<file path="src/rtl/muldiv_sequencer.sv">
// muldiv_sequencer: multi-cycle multiply/divide engine for the EX stage.
// Unsigned 32-iteration shift-add multiply (operation 5'hf) and signed
// restoring divide (operation 5'h10), results held in HI/LO.
// Optional build macro: MULDIV_EARLY_TERM_EN lets the multiply finish as soon
// as the remaining multiplier bits are all zero.
module muldiv_sequencer #(
    parameter int WIDTH = 32,
    parameter int CNT_W = 6
) (
    input  logic                 clk,
    input  logic                 rst,
    input  logic                 start,
    input  logic [4:0]           operation,
    input  logic [WIDTH-1:0]     Op1,
    input  logic [WIDTH-1:0]     Op2,
    input  logic                 abort,
    output logic                 busy,
    output logic                 stall,
    output logic                 done,
    output logic                 div_by_zero,
    output logic [WIDTH-1:0]     HI,
    output logic [WIDTH-1:0]     LO,
    output logic [2*WIDTH-1:0]   EXE_Result
);

    localparam logic [4:0]       OP_MUL   = 5'h0f;
    localparam logic [4:0]       OP_DIV   = 5'h10;
    localparam logic [CNT_W-1:0] CNT_LAST = CNT_W'(WIDTH);

    typedef enum logic [2:0] {
        S_IDLE,
        S_MUL,
        S_DIV,
        S_FIX,
        S_DONE
    } state_t;

    state_t               state_reg;
    logic [CNT_W-1:0]     cnt_reg;
    logic [2*WIDTH-1:0]   acc_reg;       // multiply accumulator
    logic [WIDTH-1:0]     mcand_reg;     // multiplicand
    logic [WIDTH-1:0]     mplier_reg;    // remaining multiplier bits
    logic [WIDTH-1:0]     rem_reg;       // partial remainder (magnitude)
    logic [WIDTH-1:0]     quo_reg;       // dividend bits shifting out / quotient shifting in
    logic [WIDTH-1:0]     divisor_reg;   // divisor magnitude
    logic                 neg_quo_reg;
    logic                 neg_rem_reg;
    logic [WIDTH-1:0]     hi_reg;
    logic [WIDTH-1:0]     lo_reg;
    logic                 busy_reg;
    logic                 done_reg;
    logic                 dbz_reg;

    logic                 is_mul_op;
    logic                 is_div_op;
    logic                 start_ok;
    logic [CNT_W-1:0]     cnt_inc;
    logic                 last_iter;
    logic [WIDTH:0]       add_sum;
    logic [2*WIDTH-1:0]   acc_step;
    logic [WIDTH:0]       rem_shift;
    logic [WIDTH:0]       rem_diff;
    logic                 q_bit;
    logic [WIDTH-1:0]     rem_new;
    logic [WIDTH-1:0]     quo_new;
    logic [WIDTH-1:0]     op1_abs;
    logic [WIDTH-1:0]     op2_abs;
    logic [WIDTH-1:0]     quo_fix;
    logic [WIDTH-1:0]     rem_fix;
`ifdef MULDIV_EARLY_TERM_EN
    logic [2*WIDTH-1:0]   acc_aligned;   // accumulator aligned after an early exit
    logic [2*WIDTH-1:0]   acc_idle_aligned;
`endif

    // Datapath: one multiply step, one restoring-divide step and sign fix-up.
    always_comb begin
        is_mul_op = (operation == OP_MUL);
        is_div_op = (operation == OP_DIV);
        start_ok  = start && (is_mul_op || is_div_op) && (state_reg == S_IDLE);

        cnt_inc   = cnt_reg + 1'b1;
        last_iter = (cnt_inc == CNT_LAST);

        // Add into the upper half with a carry bit, then shift the whole
        // accumulator (carry included) right by one.
        add_sum   = {1'b0, acc_reg[2*WIDTH-1:WIDTH]}
                  + (mplier_reg[0] ? {1'b0, mcand_reg} : {(WIDTH+1){1'b0}});
        acc_step  = {add_sum, acc_reg[WIDTH-1:1]};

        // Trial subtraction; no borrow means the quotient bit is 1.
        rem_shift = {rem_reg, quo_reg[WIDTH-1]};
        rem_diff  = rem_shift - {1'b0, divisor_reg};
        q_bit     = ~rem_diff[WIDTH];
        rem_new   = q_bit ? rem_diff[WIDTH-1:0] : rem_shift[WIDTH-1:0];
        quo_new   = {quo_reg[WIDTH-2:0], q_bit};

        op1_abs   = Op1[WIDTH-1] ? -Op1 : Op1;
        op2_abs   = Op2[WIDTH-1] ? -Op2 : Op2;

        // Most-negative / -1 lands here as 0x80000000 and wraps harmlessly.
        quo_fix   = neg_quo_reg ? -quo_reg : quo_reg;
        rem_fix   = neg_rem_reg ? -rem_reg : rem_reg;

`ifdef MULDIV_EARLY_TERM_EN
        // After k iterations the accumulator holds product << (WIDTH-k).
        acc_aligned      = acc_step >> (CNT_LAST - cnt_inc);
        acc_idle_aligned = acc_reg >> (CNT_LAST - cnt_reg);
`endif
    end

    // Sequencer FSM with registered busy/done/div_by_zero and HI/LO.
    always_ff @(posedge clk or posedge rst) begin
        if (rst) begin
            state_reg   <= S_IDLE;
            cnt_reg     <= '0;
            acc_reg     <= '0;
            mcand_reg   <= '0;
            mplier_reg  <= '0;
            rem_reg     <= '0;
            quo_reg     <= '0;
            divisor_reg <= '0;
            neg_quo_reg <= 1'b0;
            neg_rem_reg <= 1'b0;
            hi_reg      <= '0;
            lo_reg      <= '0;
            busy_reg    <= 1'b0;
            done_reg    <= 1'b0;
            dbz_reg     <= 1'b0;
        end else begin
            done_reg <= 1'b0;
            case (state_reg)
                S_IDLE: begin
                    if (start && !abort) begin
                        if (is_mul_op) begin
                            mcand_reg  <= Op1;
                            mplier_reg <= Op2;
                            acc_reg    <= '0;
                            cnt_reg    <= '0;
                            dbz_reg    <= 1'b0;
                            busy_reg   <= 1'b1;
                            state_reg  <= S_MUL;
                        end else if (is_div_op) begin
                            if (Op2 == '0) begin
                                hi_reg    <= Op1;
                                lo_reg    <= '1;
                                dbz_reg   <= 1'b1;
                                done_reg  <= 1'b1;
                                state_reg <= S_DONE;
                            end else begin
                                rem_reg     <= '0;
                                quo_reg     <= op1_abs;
                                divisor_reg <= op2_abs;
                                neg_quo_reg <= Op1[WIDTH-1] ^ Op2[WIDTH-1];
                                neg_rem_reg <= Op1[WIDTH-1];
                                cnt_reg     <= '0;
                                dbz_reg     <= 1'b0;
                                busy_reg    <= 1'b1;
                                state_reg   <= S_DIV;
                            end
                        end
                    end
                end
                S_MUL: begin
                    if (abort) begin
                        busy_reg  <= 1'b0;
                        state_reg <= S_IDLE;
                    end else begin
`ifdef MULDIV_EARLY_TERM_EN
                        if (mplier_reg == '0) begin
                            // Only reachable with a zero multiplier on entry.
                            {hi_reg, lo_reg} <= acc_idle_aligned;
                            done_reg  <= 1'b1;
                            busy_reg  <= 1'b0;
                            state_reg <= S_DONE;
                        end else begin
                            acc_reg    <= acc_step;
                            mplier_reg <= mplier_reg >> 1;
                            cnt_reg    <= cnt_inc;
                            if (last_iter || ((mplier_reg >> 1) == '0)) begin
                                {hi_reg, lo_reg} <= acc_aligned;
                                done_reg  <= 1'b1;
                                busy_reg  <= 1'b0;
                                state_reg <= S_DONE;
                            end
                        end
`else
                        acc_reg    <= acc_step;
                        mplier_reg <= mplier_reg >> 1;
                        cnt_reg    <= cnt_inc;
                        if (last_iter) begin
                            {hi_reg, lo_reg} <= acc_step;
                            done_reg  <= 1'b1;
                            busy_reg  <= 1'b0;
                            state_reg <= S_DONE;
                        end
`endif
                    end
                end
                S_DIV: begin
                    if (abort) begin
                        busy_reg  <= 1'b0;
                        state_reg <= S_IDLE;
                    end else begin
                        rem_reg <= rem_new;
                        quo_reg <= quo_new;
                        cnt_reg <= cnt_inc;
                        if (last_iter) begin
                            state_reg <= S_FIX;
                        end
                    end
                end
                S_FIX: begin
                    if (abort) begin
                        busy_reg  <= 1'b0;
                        state_reg <= S_IDLE;
                    end else begin
                        hi_reg    <= rem_fix;
                        lo_reg    <= quo_fix;
                        done_reg  <= 1'b1;
                        busy_reg  <= 1'b0;
                        state_reg <= S_DONE;
                    end
                end
                S_DONE: begin
                    // Result already committed; abort and start are ignored here.
                    state_reg <= S_IDLE;
                end
                default: begin
                    busy_reg  <= 1'b0;
                    state_reg <= S_IDLE;
                end
            endcase
        end
    end

    assign busy        = busy_reg;
    assign stall       = busy_reg || start_ok;
    assign done        = done_reg;
    assign div_by_zero = dbz_reg;
    assign HI          = hi_reg;
    assign LO          = lo_reg;
    assign EXE_Result  = {hi_reg, lo_reg};

endmodule

</file>
<file path="config.mk">
export PLATFORM = sky130hd
export DESIGN_NAME = muldiv_sequencer
export DESIGN_NICKNAME = d
export VERILOG_FILES = /design/src/rtl/muldiv_sequencer.sv
export SDC_FILE = /design/constraint.sdc
export NUM_CORES = 1
export LEC_CHECK = 0
export BUFFER_PORTS_ARGS = -buffer_cell sky130_fd_sc_hd__buf_2
export CAP_MARGIN = 20
export CORE_MARGIN = 2
export CORE_UTILIZATION = 49
export CTS_BUF_LIST = sky130_fd_sc_hd__clkbuf_8
export CTS_CLUSTER_SIZE = 12
export DETAILED_ROUTE_END_ITERATION = 6
export PLACE_DENSITY = 0.68
export SYNTH_ARGS = -nofsm -noshare
export SYNTH_HDL_FRONTEND = slang
export SYNTH_SLANG_ARGS = --single-unit
</file>
<file path="constraint.sdc">
create_clock -name clk -period 10.7 [get_ports clk]
set_input_delay 0.535 -clock clk [delete_from_list [all_inputs] [get_ports clk]]
set_output_delay 0.535 -clock clk [all_outputs]
set_load 0.1 [all_outputs]
</file>
==> results.yml <==
run_status:
  outcome: "completed"
worst_hold_path:
  min_from: "Op2[21]"
  holdPathEnd: "mplier_reg[21]$_DFFE_PP0P_"
  hold_path_class: "input pin to flip-flop"
  min_path_cells: 3
cts:
  clk_latency_ns: 0.67
  cts_buffer_depth: 3
  cts_tree: "built"
  ctsRootBufferMaster: "clkbuf_8"
  path_clk_slew_ns: 0.06
  cts_setup_buffers: 0
  clock_sinks: 301
  htree_levels: 2
  cts_buffers: 53
yosys:
  syn_nets: 2482
  synth.area.top_cells: "dfrtp_1 39%, nand2_1 7.4%, o21ai_0 5.5%"
  yosysTopAreaCellShare_pct: 38.69
  synth_common_cells: "384 x nand2_1, 301 x dfrtp_1, 215 x o21ai_0, 186 x nor2_1, 167 x a21oi_1"
  ys_async_sr_fraction_pct: 100.0
  yosysSeqAreaShare_pct: 38.69
  avgSynthCellArea_um2: 8.327
  yosysMostFrequentCell: "nand2_1"
  yosys.area.top_type: "dfrtp_1"
  ys_types: 74
  synth_cells: 2338
  synth_seq_cells: 301
  ys_warn_count: 0
  ys.flop_type: "dfrtp_1"
  synth_edf_count: 0
  syn-cell-area_um2: 19470
critical_path:
  start_kind: "flip-flop"
  rr_endpoint: "acc_reg[62]$_DFFE_PP0P_"
  rrSetupSlack_ns: 6.32
  worstSetupPathType: "flip-flop to flip-flop"
  endpoint_kind: "flip-flop"
  path_cells: "nand2_1 -> inv_1 -> ha_1 -> a21o_1 -> nand2_1 -> o21ai_0 -> a31oi_1 -> o31a_1 -> o21ai_0 -> a31o_2 -> nand2_1 -> mux2i_1 -> a221o_1"
  path_max_fanout: 33
  reg2reg_depth: 13
  crit_path_frequent_cell: "nand2_1"
  cp.arrival_ns: 4.94
  cp_data_required_time_ns: 11.26
  slowest_stage: "dfrtp_1"
  r2r_start: "mplier_reg[0]$_DFFE_PP0P_"
  critPathMaxStageDelay_ns: 1.05
sta:
  tightest_slew_ns: 1.176
  finalMaxSlewViolations: 0
  min_period_ns: 4.378
  slew_headroom_pct: 21.29
  min_period_over_period_pct: 40.92
  fin_skew_ns: 0.04468
  max_freq_ghz: 0.2284
  tns_ns: 0
  hold_violations: 0
  rsz0062_at_grt: "false"
  holdWs_ns: 0.1831
  setup_viol: 0
final_layout:
  fin_area_um2: 21560
  nFillCells: 3734
  fin_cells: 2987
  syn_to_final_growth_pct: 10.73
  fin_nets: 2567
  seq_area_um2: 7533
  multi_input_area_um2: 10730
  largest_reg_flops: 63
  diodes: 0
  drive_gt1_share_pct: 15.19
global_route:
  grt_usage_pct: 27.15
  grt_pass1_vias: 16612
  grt_pass1_wl_mm: 89.56
  overflow: 0
  grt_max_degree: 83
  grt_antenna_before_repair: 0
routing:
  drtIter0Drc: 1076
  ant_nets: 0
  route.vias.total: 17248
  dr.pass1.iters: 5
  finalWirelength_mm: 56.20
  wl_per_cell_um: 18.82
  route.detailed.drc: 0
  viasPerCell: 5.774
power:
  total_leakage_power_uw: 0.01011
  max-vdd-ir-drop_mv: 0.2221
  p_per_area_nw_per_um2: 326.2
  power.total_uw: 7033
floorplanning:
  die_y_um: 203.3
  core_area_um2: 39460
  io_pins: 205
  die_x_um: 203.3
  rows: 73
  fp.dieArea_um2: 41340
  start_util_pct: 49.34
placed_design:
  hpwl_mm: 40.03
  dpl-instance-area_um2: 20320
  io_buffers: 204
  gp_congestion: 0.9062
  dp_cells: 2889
job:
  cap_violations: 0
==> worst max-delay path by stage <==
stage,endpoint,cells after the start,from,slack (ns)
6_report,acc_reg[62]$_DFFE_PP0P_,13,mplier_reg[0]$_DFFE_PP0P_,6.32
5_1_grt,acc_reg[62]$_DFFE_PP0P_,13,mplier_reg[0]$_DFFE_PP0P_,6.06
4_1_cts,acc_reg[62]$_DFFE_PP0P_,13,mplier_reg[0]$_DFFE_PP0P_,6.42
3_5_place_dp,HI[29]$_DFFE_PP0P_,12,Op2[6],6.34
3_3_place_gp,HI[29]$_DFFE_PP0P_,12,Op2[6],6.42
2_1_floorplan,HI[0]$_DFFE_PP0P_,1,rst,1.85
==> stage by stage <==
step                      setup slack (ns)  utilization (%)
after floorplan                      1.847                -
after global placement               6.420            51.51
after detailed placement             6.343            51.51
after CTS                            6.419            54.44
after global routing                 6.056            54.63
final                                6.322            54.63
==> cells in the final DEF (no fill, tap or decap), types with 38 or more instances in the layout <==
| cell | instances |
|---|---|
| nand2_1 | 384 |
| dfrtp_1 | 300 |
| o21ai_0 | 215 |
| buf_2 | 204 |
| nor2_1 | 184 |
| a21oi_1 | 167 |
| xor2_1 | 111 |
| inv_1 | 76 |
| nand3_1 | 74 |
| clkbuf_8 | 72 |
| ha_1 | 69 |
| a31oi_1 | 67 |
| xnor2_1 | 62 |
| a21o_1 | 42 |
| and2_1 | 38 |
==> critical path, delay by kind of cell, from the launching register on <==
family / cells / cell delay (ns)
buffers and inverters: 1 / 0.12
adder cells (fa/ha/maj): 1 / 0.13
AO/OA/AOI/OAI: 7 / 2.49
flip-flops: 1 / 1.05
multiplexers: 1 / 0.13
AND/OR/NAND/NOR: 3 / 0.37
==> final cells by class <==
type | count | area share (%)
clock inverters | 22 | 0.7255
repair buffers | 225 | 5.723
inverters | 65 | 1.167
clock buffers | 72 | 4.597
well taps | 525 | 3.047
flip-flops and latches | 301 | 34.95
multi-input cells | 1777 | 49.79
==> cells by family after synthesis <==
group           count (synthesis)  synth area share (%)
simple gates                  832                 19.31
compound gates                654                 20.53
flops                         301                 38.69
buf+inv                       260                 6.420
xor+xnor                      173                 7.783
fa+ha+maj                      71                 4.640
mux                            47                 2.635
==> report_power, final <==
part	internal (uW)	switching (uW)	total, uW
clock network	646	507	1150
logic	991	3080	4070
registers	1470	340	1810
total	3110	3930	7030
==> per-layer routing <==
layer | vias to the layer above | global-route usage (%) | routed length (um)
li1 | 8312 | - | -
met1 | 8260 | 34.83 | 23900
met2 | 546 | 46.14 | 27040
met3 | 130 | 4.378 | 3221
met4 | 0 | 10.25 | 2035
met5 | - | 0 | 0
==> what timing repair did <==
item | 4_1_cts | 5_1_grt
hold endpoints to repair | 73 | 0
hold buffers | 1 | 0
gates resized for setup | 0 | 0
No activity file was read; power rests on OpenSTA's default activity.
